File: src/rtl/gray_pkg.sv
`default_nettype none
// ============================================================================
//  Module  : gray_pkg
//  Purpose : Shared constants and Gray/binary conversion helpers for the
//            gray_counter_n family.
//  Contents: MAX_WIDTH      - widest vector the helpers operate on
//            WRAP_MODE/SAT_MODE - encodings of the WRAP parameter
//            max_val()      - all-ones value for a given width
//            bin2gray()     - g = b ^ (b >> 1)
//            gray2bin()     - inverse prefix-XOR
//  Revision: 1.0 - initial release
// ============================================================================
package gray_pkg;

  localparam int MAX_WIDTH = 32;

  localparam int WRAP_MODE = 1;
  localparam int SAT_MODE  = 0;

  // Helpers work on a MAX_WIDTH vector. A narrower value is zero-extended,
  // and zero upper bits convert to zero upper bits in either direction.
  // Callers therefore truncate the result back to their own WIDTH.
  function automatic logic [MAX_WIDTH-1:0] max_val(input int width);
    logic [MAX_WIDTH-1:0] one;
    one = {{(MAX_WIDTH-1){1'b0}}, 1'b1};
    if (width >= MAX_WIDTH) return '1;
    return (one << width) - one;
  endfunction

  function automatic logic [MAX_WIDTH-1:0] bin2gray(input logic [MAX_WIDTH-1:0] b);
    return b ^ (b >> 1);
  endfunction

  function automatic logic [MAX_WIDTH-1:0] gray2bin(input logic [MAX_WIDTH-1:0] g);
    logic [MAX_WIDTH-1:0] b;
    b[MAX_WIDTH-1] = g[MAX_WIDTH-1];
    for (int i = MAX_WIDTH - 2; i >= 0; i--) begin
      b[i] = b[i+1] ^ g[i];
    end
    return b;
  endfunction

endpackage
`default_nettype wire

File: src/rtl/bin2gray_n.sv
`default_nettype none
// ============================================================================
//  Module  : bin2gray_n
//  Purpose : Combinational WIDTH-bit binary to Gray-code converter.
//  Ports   : bin  (in,  WIDTH) - binary value
//            gray (out, WIDTH) - bin ^ (bin >> 1)
//  Revision: 1.0 - initial release
// ============================================================================
module bin2gray_n #(
  parameter int WIDTH = 3
) (
  input  logic [WIDTH-1:0] bin,
  output logic [WIDTH-1:0] gray
);

  assign gray = bin ^ (bin >> 1);

endmodule
`default_nettype wire

File: src/rtl/gray_counter_n.sv
`default_nettype none
// ============================================================================
//  Module  : gray_counter_n
//  Purpose : Parametrised up/down Gray-code counter with binary mirror,
//            synchronous load, wrap or saturate at the boundaries, sticky
//            overflow flag and a terminal-count strobe.
//  Ports   : Clk      (in)         rising-edge clock
//            Reset    (in)         asynchronous active-low reset
//            En       (in)         count enable, one step per clock
//            Up       (in)         1 = increment, 0 = decrement
//            Load     (in)         synchronous load of LoadVal, beats En
//            LoadVal  (in, WIDTH)  binary load value
//            OvClr    (in)         synchronous clear of Overflow
//            Output   (out, WIDTH) registered Gray count
//            BinOut   (out, WIDTH) registered binary count
//            Overflow (out)        sticky boundary-crossing flag
//            Tc       (out)        combinational terminal count
//  Revision: 1.0 - initial release
// ============================================================================
module gray_counter_n
  import gray_pkg::*;
#(
  parameter int WIDTH     = 3,
  parameter int WRAP      = 1,
  parameter int RESET_VAL = 0
) (
  input  logic             Clk,
  input  logic             Reset,
  input  logic             En,
  input  logic             Up,
  input  logic             Load,
  input  logic [WIDTH-1:0] LoadVal,
  input  logic             OvClr,
  output logic [WIDTH-1:0] Output,
  output logic [WIDTH-1:0] BinOut,
  output logic             Overflow,
  output logic             Tc
);

  localparam logic [WIDTH-1:0] c_max        = WIDTH'(max_val(WIDTH));
  localparam logic [WIDTH-1:0] c_reset_bin  = WIDTH'(RESET_VAL);
  localparam logic [WIDTH-1:0] c_reset_gray = WIDTH'(bin2gray(MAX_WIDTH'(RESET_VAL)));
  localparam bit               c_wrap       = (WRAP == WRAP_MODE);

  logic [WIDTH-1:0] r_bin;
  logic [WIDTH-1:0] r_gray;
  logic             r_ov;

  logic             w_step;
  logic             w_at_bound;
  logic [WIDTH-1:0] w_bin_next;
  logic [WIDTH-1:0] w_gray_next;
  logic             w_ov_next;

  // Boundary is direction dependent: MAX when counting up, 0 when down.
  assign w_at_bound = Up ? (r_bin == c_max) : (r_bin == '0);
  assign w_step     = En & ~Load;
  assign Tc         = w_step & w_at_bound;

  always_comb begin
    w_bin_next = r_bin;
    if (Load) begin
      w_bin_next = LoadVal;
    end else if (En) begin
      if (w_at_bound) begin
        // Plain +1/-1 already wraps modulo 2^WIDTH; saturation holds.
        if (c_wrap) begin
          w_bin_next = Up ? (r_bin + 1'b1) : (r_bin - 1'b1);
        end
      end else begin
        w_bin_next = Up ? (r_bin + 1'b1) : (r_bin - 1'b1);
      end
    end
  end

  // Set beats clear when a boundary event and OvClr share an edge.
  always_comb begin
    w_ov_next = r_ov;
    if (Tc) begin
      w_ov_next = 1'b1;
    end else if (OvClr) begin
      w_ov_next = 1'b0;
    end
  end

  // Gray register is fed from the converted next-state binary so both
  // outputs update on the same edge and never disagree.
  bin2gray_n #(
    .WIDTH (WIDTH)
  ) u_bin2gray (
    .bin  (w_bin_next),
    .gray (w_gray_next)
  );

  always_ff @(posedge Clk or negedge Reset) begin
    if (!Reset) begin
      r_bin  <= c_reset_bin;
      r_gray <= c_reset_gray;
      r_ov   <= 1'b0;
    end else begin
      r_bin  <= w_bin_next;
      r_gray <= w_gray_next;
      r_ov   <= w_ov_next;
    end
  end

  assign BinOut   = r_bin;
  assign Output   = r_gray;
  assign Overflow = r_ov;

endmodule
`default_nettype wire

File: config.mk
export PLATFORM = sky130hd
export DESIGN_NAME = gray_counter_n
export DESIGN_NICKNAME = d
export VERILOG_FILES = /design/src/rtl/gray_pkg.sv /design/src/rtl/bin2gray_n.sv /design/src/rtl/gray_counter_n.sv
export SDC_FILE = /design/constraint.sdc
export NUM_CORES = 1
export LEC_CHECK = 0
export ABC_AREA = 0
export CORE_AREA = 2 2 39 41
export DETAILED_ROUTE_END_ITERATION = 7
export DIE_AREA = 0 0 41 43
export SETUP_SLACK_MARGIN = 0.15
export SYNTH_ARGS = -nofsm -noshare
export SYNTH_HDL_FRONTEND = slang
export SYNTH_SLANG_ARGS = --single-unit
export TNS_END_PERCENT = 20
File: constraint.sdc
create_clock -name Clk -period 2.7 [get_ports Clk]
set_input_delay 0.27 -clock Clk [delete_from_list [all_inputs] [get_ports Clk]]
set_output_delay 0.27 -clock Clk [all_outputs]
set_load 0.02 [all_outputs]
# After elaboration in Yosys (flattened, before gate mapping)
# Index checks and enable logic that the tools add are counted.
# op_classes
addsub	2
multipliers	0
n_div	0
magnitude_cmp	0
eq_ne	1
shift	0
mux	6
bitwise_logic	4
n_reduce_logical	2
# op_table
cell	count
$mux W3	3
$add A3 B1 Y3 const B	1
$eq A3 B3 Y1 const B	1
$logic_not A3 Y1	1
$mux W1	3
$sub A3 B1 Y3 const B	1
$xor A3 B2 Y3	1
$and A1 B1 Y1	2
$reduce_bool A2 Y1	1
$not A1 Y1	1
# totals
ff_bits	7
latch_bits	0
ram_bits	0
romBits	0
input_bits	9
out_inout_bits	8
word_cells	18
n_memories	0

# Depth between registers and ports, before layout
# depth
word_depth	5
depth_mapped	6
mapped_depth_nobuf	6

# By module
# Synthesis repeated with hierarchy kept, for this count alone.
# unflattened
cells_unflattened	30
hier_area_um2	334.1
# modules_own_cells
mod	instances	cells_per_inst	area_per_inst_um2	seq_area_each_um2
gray_counter_n	1	27	309.0	175.2
bin2gray_n	1	3	25.0	0.0

# Least setup slack after synthesis
# No wires, ideal clock.
# synth_timing
path_kind	reg2reg
startpoint	reg r_bin[0] (netlist: BinOut[0])
endpoint	reg r_gray[1] (netlist: Output[1])
setup_time_ps	131
arrival_ps	1694
required_time_ps	2569
setup_slack_ps	875
stages_incl_launch_ff	6
n_path_buf	0
period_less_slack_ps	1825
path_cell_list	dfrtp_1 fa_1 xor2_1 or4b_1 nand3_2 xnor2_1
# synth_via
elab_chain_cells	5
word_cells_on_any_way	6
cone_classes	2 x add/sub; 3 x mux; 1 x bitwise
# synth_rtl
element	line_no	source
start: declaration	gray_counter_n.sv:45	logic [WIDTH-1:0] r_bin;
start signal: assignment	gray_counter_n.sv:97	r_bin <= c_reset_bin;
start signal: assignment	gray_counter_n.sv:101	r_bin <= w_bin_next;
$sub A3 B1 Y3 or $add A3 B1 Y3 (tied branches)	gray_counter_n.sv:68, gray_counter_n.sv:71	
$mux W3 *	gray_counter_n.sv:68, gray_counter_n.sv:71	
$mux W3 *	gray_counter_n.sv:64	end else if (En) begin
$mux W3 *	gray_counter_n.sv:62	if (Load) begin
named net u_bin2gray.bin[2]	bin2gray_n.sv:12	input logic [WIDTH-1:0] bin,
$xor A3 B2 Y3 *	bin2gray_n.sv:16	assign gray = bin ^ (bin >> 1);
named net u_bin2gray.gray[1]	bin2gray_n.sv:13	output logic [WIDTH-1:0] gray
end signal: assignment	gray_counter_n.sv:98	r_gray <= c_reset_gray;
end signal: assignment	gray_counter_n.sv:102	r_gray <= w_gray_next;
end: declaration	gray_counter_n.sv:46	logic [WIDTH-1:0] r_gray;
# The timed path passes the listed nets; every way through them passes the cells marked *.
# A chain may end at the register's enable or synchronous reset.

# Worst setup path in the final report
# layout_timing
startpoint	reg r_bin[0] (netlist: BinOut[0])
endpoint	out Tc
# layout_via
elab_chain_cells	3
word_cells_on_any_way	4
cone_classes	1 x eq/ne; 1 x mux; 1 x bitwise; 1 x reduce/logical
# layout_rtl
element	line_no	source
$eq A3 B3 Y1 or $logic_not A3 Y1 (tied branches)	gray_counter_n.sv:56	assign w_at_bound = Up ? (r_bin == c_max) : (r_bin == '0);
$mux W1 *	gray_counter_n.sv:56	
$and A1 B1 Y1 *	gray_counter_n.sv:58	assign Tc = w_step & w_at_bound;
end: declaration	gray_counter_n.sv:37	output logic Tc
# Every way passes the cells marked *; elsewhere a longest branch is shown, timed or not.

==> run_results.csv <==
group,metric,value,unit
drt,postRouteAntennaNets,0,
layout,num_antenna_cells,0,
die,design.core.area,0.001384,mm2
clock_network,cts_buffers,3,
die,io_pins,17,
drt,firstDrtPassIters,2,
logic_synthesis,mappedNetlistArea,326.6,um2
clock_network,cts_root_buffer,"clkbuf_4",
critical_path,arrival,1850,ps
timing,setup_tns,0,ps
global_routing,grt_use_total,0.08300,
layout,n_fill_cell,146,
logic_synthesis,synth_largest_area_cell,"dfrtp_1",
die,die_h,43,um
timing,finClkSkew,4.885,ps
clock_network,postCtsSetupBuffers,0,
logic_synthesis,synth_top_area_frac,0.4598,
drt,drt_iter0_drc,1,
timing,rsz0062_at_grt,"no",
run,max_cap_violations,0,
timing,timing.slew.headroom,0.7808,
die,rows,14,
logic_synthesis,syn_avg_cell_area,10.89,um2
global_routing,grt_first_pass_wirelength,986,um
global_routing,grt_pass1_vias,232,
critical_path,required,2430,ps
critical_path,end_kind,"output port",
timing,finalSetupViolations,0,
timing,hold_viol,0,
logic_synthesis,synth_area_leaders,"dfrtp_1, xnor2_1, fa_1",
clock_network,worstSkewPairLatency,240,ps
drt,wl,629,um
placed_design,post-dp-hpwl,526.6,um
layout,fin_nets,59,
clock_network,clk_pin_slew,50,ps
layout,final_layout_size_suffix_gt1_frac,0.08511,
clock_network,htree_levels,1,
drt,drc_errors,0,
clock_network,cts_resized,0,
timing,fmax,472.0,MHz
global_routing,grt_overflow,0,
layout,multiInputGateArea,152.6,um2
drt,routed_via_density,4.333,
layout,regArea,150.1,um2
timing,worstMarginPinSlew,325.3,ps
logic_synthesis,syn_inst,30,
die,start_util,0.2360,
drt,vias,273,
power_and_ir_drop,p_per_area,625.2,mW/mm2
critical_path,crit_slowest_cell,"clkdlybuf4s50_1",
clock_network,cts_tree,"yes",
logic_synthesis,ys_types,20,
critical_path,path_cells,"o41ai_1 -> and3b_1 -> clkdlybuf4s50_1",
die,die-area,0.001763,mm2
drt,wire_per_inst,9.984,um
global_routing,antenna_found_initial,0,
timing,final_max_slew_viol_count,0,
layout,final_cells,63,
placed_design,port-buffer-count,16,
critical_path,slowest_delay,610,ps
clock_network,cts_buffer_depth,2,
power_and_ir_drop,irDropWorstVdd,0.0003578,V
logic_synthesis,yosysWarnings,0,
layout,synthToLayoutAreaGrowth,58.24,%
timing,post-route-period-util,0.7846,
placed_design,place_congestion,0.6215,
clock_network,numClockSinks,6,
critical_path,criticalPathCategory,"flip-flop to output port",
die,dieWidth,41,um
critical_path,crit_fanout,5,
clock_network,hold_buffers,0,
status,status,"finished, final reports clean",
worst_hold_path,hp-class,"primary input to asynchronous set/reset pin",
critical_path,startpoint_type,"flip-flop",
logic_synthesis,syn_nets,40,
placed_design,dp_cells,60,
logic_synthesis,ys_ff_latch,6,
power_and_ir_drop,leakage,0.0002323,uW
logic_synthesis,ys_seq_area_frac,0.4598,
global_routing,grt_max_degree,10,
timing,post-route-min-period,2119,ps
final cells by class:
class / count / share of cell area
timing repair buffer: 16 / 0.3099
multi-input combinational: 19 / 0.2954
sequential: 6 / 0.2906
clock buffer: 3 / 0.04358
tap: 16 / 0.03874
inverter: 3 / 0.02179
critical path, delay by kind of cell, from the launching register on:
kind                   cells  cell delay [ps]
AND/OR/NAND/NOR            1              220
flip-flops                 1              440
AO/OA/AOI/OAI              1              340
buffers and inverters      1              610
worst paths after layout:
path	start	endpoint	slack (ps)	depth (start not counted)
max	BinOut[0]	Tc	580	3
min	Reset	BinOut[2]	270	1
max reg2reg	BinOut[0]	Output[1]	880	5
min reg2reg	Overflow	Overflow	480	1
max in group asynchronous	Reset	BinOut[1]	2210	1
min in group Clk	Overflow	Overflow	480	1
Yosys cell counts, drive strengths merged:
library cell	number
nand3	1
or4b	1
mux2i	1
inv	3
a22oi	1
o21ai	1
buf	2
nand4	1
xnor2	3
nor2	2
nand3b	1
dfrtp	6
a21o	1
xor2	1
o41ai	1
and3b	1
nand2	1
fa	1
a21oi	1
metal layers:
layer	GRT usage	up-vias	share of wire
li1	-	139	-
met1	0.1188	126	0.48
met2	0.1156	8	0.47
met3	0.03141	0	0.048
met4	0.02000	0	0
met5	0	-	0
kinds of logic (layout without fill, tap and decap cells):
family / Yosys count / count (layout) / synth area share
buffers and inverters: 5 / 22 / 0.07279
AOI/OAI and AO/OA: 5 / 5 / 0.1034
DFF: 6 / 6 / 0.4598
adders and majority gates: 1 / 1 / 0.06131
and+or+nand+nor: 8 / 8 / 0.1648
xor gates and xnor gates: 4 / 4 / 0.1073
muxes: 1 / 1 / 0.03065
placed cells by master (no fill, tap or decap), drive strengths merged:
cell,n
nand4,1
fa,1
nor2,2
mux2i,1
inv,3
clkdlybuf4s50,16
nand3,1
o21ai,1
xnor2,3
a21oi,1
o41ai,1
nand2,1
xor2,1
or4b,1
nand3b,1
a21o,1
a22oi,1
and3b,1
clkbuf,3
dfrtp,6
flip-flops by register name, indices dropped and copies added, names as in the netlist:
signal,count
Overflow,1
BinOut,3
Output,2
per-stage QoR:
step | total power [uW] | instance area [um2] | hold WS (ps) | setup WS (ps) | util
after detailed placement | 247.4 | 494.2 | 476.6 | 418.0 | 0.3571
after global placement | 246.4 | 494.2 | 462.5 | 432.1 | 0.3571
after CTS | 330.0 | 516.7 | 276.0 | 544.8 | 0.3734
after floorplan | 187.8 | 326.6 | -25.59 | 875.2 | -
final | 323.1 | 516.7 | 272.2 | 581.5 | 0.3734
after global routing | 343.7 | 516.7 | 281.7 | 416.1 | 0.3734
where the power goes:
group / internal (uW) / total, uW / leakage (uW) / switching (uW)
registers: 107 / 122 / 0.0000730 / 14.2
clock network: 50.1 / 79.3 / 0.0000138 / 29.2
logic: 64.8 / 122 / 0.000145 / 57.5
total: 222 / 323 / 0.000232 / 101
Note: power is estimated with default switching activity, not from simulation.
==> edit 1: new RTL, same flow settings <==
`WIDTH` is set to 3 in 2 places; all go to 6.
--- a/src/rtl/bin2gray_n.sv
+++ b/src/rtl/bin2gray_n.sv
@@ -7,7 +7,7 @@
 //  Revision: 1.0 - initial release
 // ============================================================================
 module bin2gray_n #(
-  parameter int WIDTH = 3
+  parameter int WIDTH = 6
 ) (
   input  logic [WIDTH-1:0] bin,
   output logic [WIDTH-1:0] gray
--- a/src/rtl/gray_counter_n.sv
+++ b/src/rtl/gray_counter_n.sv
@@ -20,7 +20,7 @@
 module gray_counter_n
   import gray_pkg::*;
 #(
-  parameter int WIDTH     = 3,
+  parameter int WIDTH     = 6,
   parameter int WRAP      = 1,
   parameter int RESET_VAL = 0
 ) (
Interface: changed (resized BinOut, LoadVal and Output); port bits go from 17 to 26. The function was not compared with the original's and may differ.
==> edit 1 against the original RTL <==
- highest routed layer unchanged
- worst setup slack worse by 60 ps
- wire length up 140%
- non-clock buffer count up 11
- power up 120%
- cell area up 100%
- sequential cell count up 6
- fmax down 2.8%
- first-iteration DRC count rose to 13 times the old value
- count of clock-buffer cells in the layout unchanged
- sequential share of layout area down 0.070 points
- largest cell class is now multi-input gates
- area after synthesis up 130%
- synthesized cell count up 150%
- sequential power up 110%
- clock power up 36%
- largest power group is now combinational logic
==> edit 1: results (changes against the original RTL) <==
layout:
  clock_area_frac: 0.0217  # -0.0218
  num-fill-cells: 114  # -22%
  nNonClkInverters: 7  # +4
  largest_register_ffs: 6  # +3
  buf_share: 0.256  # -0.0539
  seq_share: 0.290  # -0.000701
  fin_util: 0.749  # +0.375
  layout-drive-gt1-share: 0.0792  # -0.00590
  multi_input_area_share: 0.388  # +0.0923
  fin_nets: 120  # +100%
  multi_input_comb_cells: 52  # +33
  n_all_buffers: 27  # +11
synthesis:
  synth_compound_area_frac: 0.118  # +0.0147
  ys.flop_type: "dfrtp_1"
  ys_seq_area_frac: 0.399  # -0.0604
  synth_xor_area_frac: 0.116  # +0.00919
  yosys-top-cells-area: "dfrtp_1, xnor2_1, ha_1, inv_1, a21oi_1"
  ys_types: 31  # +55%
  synth_fa_ha_area_frac: 0.0932  # +0.0319
  synthesis.nets: 91  # +130%
  postSynthAreaPerCell_um2: 10.2  # -6.6%
  ys_ff_latch: 12  # +6
  synthMuxAreaShare: 0.0782  # +0.0476
  synth_common_cells: "dfrtp_1, xnor2_1, inv_1"
placed_design:
  dp_hpwl_mm: 1.18  # +120%
  gp_congestion: 0.780  # +26%
  io_buffers: 25  # +9
  placed_area_mm2: 0.00101  # +110%
  dp_cells: 114  # +90%
  place_ws_ps: 225  # -193 ps
route:
  dr_wl_met2_um: 729  # +150%
  totalWireLength_mm: 1.52  # +140%
  dr.pass1.iters: 4  # +2
  dr_wl_met3_um: 113  # +280%
  dr.first_iter.drc_count: 13  # +12
  vias: 613  # +120%
  viasPerCell: 5.24  # +21%
power_and_ir_drop:
  power.leakage_nw: 0.440  # +90%
  ir_worst_vdd_uv: 483  # +35%
timing:
  clock_skew_ps: 5.52  # +0.633 ps
  timing.slew.headroom: 0.657  # -0.124
outcome:
  status: "complete, no violations"
worst_setup_path:
  worst_ep_arrival_time_ps: 2380  # +530 ps
global_route:
  use_met3: 0.0785  # +0.0471
  grt_pass1_wl_mm: 2.39  # +140%
  grt_max_degree: 14  # +4
  grtUsageTotal: 0.207  # +0.124
  met2_usage: 0.319  # +0.203
  grt_pass1_vias: 541  # +130%
hold_path:
  hold_class: "in2async"
clock_network:
  clk_latency_ps: 270  # +30 ps
floorplan:
  placeableCoreArea_mm2: 0.00138  # unchanged
[edit 1: cell count changes after synthesis, sizes merged, moves of 3 or more]
cell   before  now
inv         3    7
ha          0    4
a21oi       1    6
dfrtp       6   12
nor2        2    5
xnor2       3    8
[edit 1: final timing paths]
kind | startpoint | end | slack [ps] | cells past startpoint
worst max-delay path | Up | Output[4] | 520 | 8
worst min-delay path | Reset | BinOut[3] | 340 | 1
worst max register to register | BinOut[2] | Output[4] | 830 | 6
worst min register to register | Overflow | Overflow | 550 | 2
max in group asynchronous | Reset | BinOut[0] | 2020 | 1
min in group Clk | Overflow | Overflow | 550 | 2
[edit 1: report_power, final]
group / switching, mW / internal, mW
Sequential: 0.0341 / 0.224
Combinational: 0.172 / 0.184
Clock: 0.0566 / 0.0516
==> edit 2: new RTL, same settings <==
Without the edit above. Register the inputs `En`, `Up`, `Load`, `LoadVal` and `OvClr` before use. The logic sees them one clock later.
--- a/src/rtl/gray_counter_n.sv
+++ b/src/rtl/gray_counter_n.sv
@@ -42,6 +42,20 @@
   localparam logic [WIDTH-1:0] c_reset_gray = WIDTH'(bin2gray(MAX_WIDTH'(RESET_VAL)));
   localparam bit               c_wrap       = (WRAP == WRAP_MODE);
 
+  logic En_q;
+  logic Up_q;
+  logic Load_q;
+  logic [WIDTH-1:0] LoadVal_q;
+  logic OvClr_q;
+
+  always_ff @(posedge Clk) begin
+    En_q      <= En;
+    Up_q      <= Up;
+    Load_q    <= Load;
+    LoadVal_q <= LoadVal;
+    OvClr_q   <= OvClr;
+  end
+
   logic [WIDTH-1:0] r_bin;
   logic [WIDTH-1:0] r_gray;
   logic             r_ov;
@@ -53,22 +67,22 @@
   logic             w_ov_next;
 
   // Boundary is direction dependent: MAX when counting up, 0 when down.
-  assign w_at_bound = Up ? (r_bin == c_max) : (r_bin == '0);
-  assign w_step     = En & ~Load;
+  assign w_at_bound = Up_q ? (r_bin == c_max) : (r_bin == '0);
+  assign w_step     = En_q & ~Load_q;
   assign Tc         = w_step & w_at_bound;
 
   always_comb begin
     w_bin_next = r_bin;
-    if (Load) begin
-      w_bin_next = LoadVal;
-    end else if (En) begin
+    if (Load_q) begin
+      w_bin_next = LoadVal_q;
+    end else if (En_q) begin
       if (w_at_bound) begin
         // Plain +1/-1 already wraps modulo 2^WIDTH; saturation holds.
         if (c_wrap) begin
-          w_bin_next = Up ? (r_bin + 1'b1) : (r_bin - 1'b1);
+          w_bin_next = Up_q ? (r_bin + 1'b1) : (r_bin - 1'b1);
         end
       end else begin
-        w_bin_next = Up ? (r_bin + 1'b1) : (r_bin - 1'b1);
+        w_bin_next = Up_q ? (r_bin + 1'b1) : (r_bin - 1'b1);
       end
     end
   end
@@ -78,7 +92,7 @@
     w_ov_next = r_ov;
     if (Tc) begin
       w_ov_next = 1'b1;
-    end else if (OvClr) begin
+    end else if (OvClr_q) begin
       w_ov_next = 1'b0;
     end
   end
Behaviour: not the same (Yosys sat finds a counterexample within 4 cycles, from zero or initial values and one cycle with Reset low).
==> edit 2 against the original RTL <==
- worst setup slack got worse by 87 ps
- power grew 47%
- register-to-register slack got worse by 60 ps
- sequential cell count rose by 7
- area after synthesis rose by 41%
- wire length is 28% higher
- cell area increased by 28%
- critical path depth unchanged
==> edit 2: results (changes against the original RTL) <==
global_route:
  grtUsageTotal: 0.112  # +0.0291
  grt_use_met1: 0.145  # +0.0265
  met2_usage: 0.153  # +0.0375
  grt_pass1_vias: 293  # +26%
  grt_pass1_wl_mm: 1.24  # +26%
route:
  dr.first_iter.drc_count: 3  # +2
  dr.pass1.iters: 3  # +1
  viasPerCell: 4.73  # +9.2%
  routedWlPerCell_um: 11.4  # +14%
synthesis:
  yosys-top-cells-area: "dfrtp_1, dfxtp_1, xnor2_1, fa_1, inv_1"
  async_reset_ff_frac: 0.462  # -0.538
  ys.flop_type: "dfxtp_1"
  synth_common_cells: "dfxtp_1, dfrtp_1, inv_1, xnor2_1, nor2_1"
  synthesis.nets: 46  # +15%
  ys_seq_area_frac: 0.629  # +0.169
  synth_cells: 36  # +20%
worst_setup_path:
  worst_ep_arrival_time_ps: 1940  # +90 ps
  rrSetupSlack_ps: 820  # -60 ps
  worstReg2RegEnd: "Output[1]"
  crit_path_start: "BinOut[1]"
timing:
  holdWs_ps: 229  # -43.2 ps
  worst_pin_slew_ps: 343  # +17.9 ps
  clock_skew_ps: 3.05  # -1.84 ps
clock_network:
  clk_latency_ps: 280  # +40 ps
  clkSinkCount: 13  # +7
  cts_max_level: 1  # unchanged
  cts.clk_slew.worst_paths_ps: 70  # +20 ps
  numCtsBuffers: 3  # unchanged
  cts_resized: 0  # unchanged
power_and_ir_drop:
  power.leakage_nw: 0.293  # +26%
  ir_worst_vdd_uv: 271  # -24%
outcome:
  status: "complete, no violations"
placed_design:
  dp_hpwl_um: 597  # +13%
  gp_congestion: 0.745  # +20%
  io_buffers: 16  # unchanged
  dp_cells: 67  # +12%
  place_ws_ps: 831  # +413 ps
  placed_area_um2: 634  # +28%
layout:
  fin_nets: 66  # +12%
  finalNonFillerCells: 71  # +13%
  area_delta_synth_final_pct: 43.1
  layout-drive-gt1-share: 0.0727  # -0.0124
  num-fill-cells: 138  # -5.5%
-- edit 2: worst max-delay path, stage by stage, from the launching register on --
cell	delay [ps]
dfrtp_1	440
o41ai_1	380
and3b_1	230
clkdlybuf4s50_1	610
-- edit 2: logic make-up (layout without fill, tap and decap cells) --
group,after synthesis,after routing,share of synthesized area
AO/OA/AOI/OAI,5,5,0.0732
XOR/XNOR,4,4,0.0759
adder cells (fa/ha/maj),1,1,0.0434
buffers and inverters,4,23,0.0407
flip-flops,13,13,0.629
multiplexers,1,1,0.0217
AND/OR/NAND/NOR,8,8,0.117
-- edit 2: cell type report --
class	instances	area share
Sequential cell	13	0.439
Timing Repair Buffer	16	0.242
Multi-Input combinational cell	19	0.231
Clock buffer	4	0.0398
Tap cell	16	0.0303
Inverter	3	0.0170
-- edit 2: power by group --
| group | switching (mW) | internal (mW) | total [mW] |
|---|---|---|---|
| Clock | 0.0618 | 0.0574 | 0.119 |
| Sequential | 0.0196 | 0.216 | 0.235 |
| Combinational | 0.0554 | 0.0647 | 0.120 |
| Total | 0.137 | 0.338 | 0.475 |
-- edit 2: per-layer routing --
layer / vias up / wire length [µm]
met3: 3 / 63
met4: 0 / 24
met1: 159 / 345
li1: 158 / -
met2: 16 / 373
met5: - / 0
-- edit 2: worst max path at each step --
stage / end / slack (ps)
5_1_grt: Tc / 450
3_5_place_dp: Tc / 830
4_1_cts: Tc / 520
3_3_place_gp: Tc / 850
2_1_floorplan: Output[1] / 830
6_report: Tc / 490
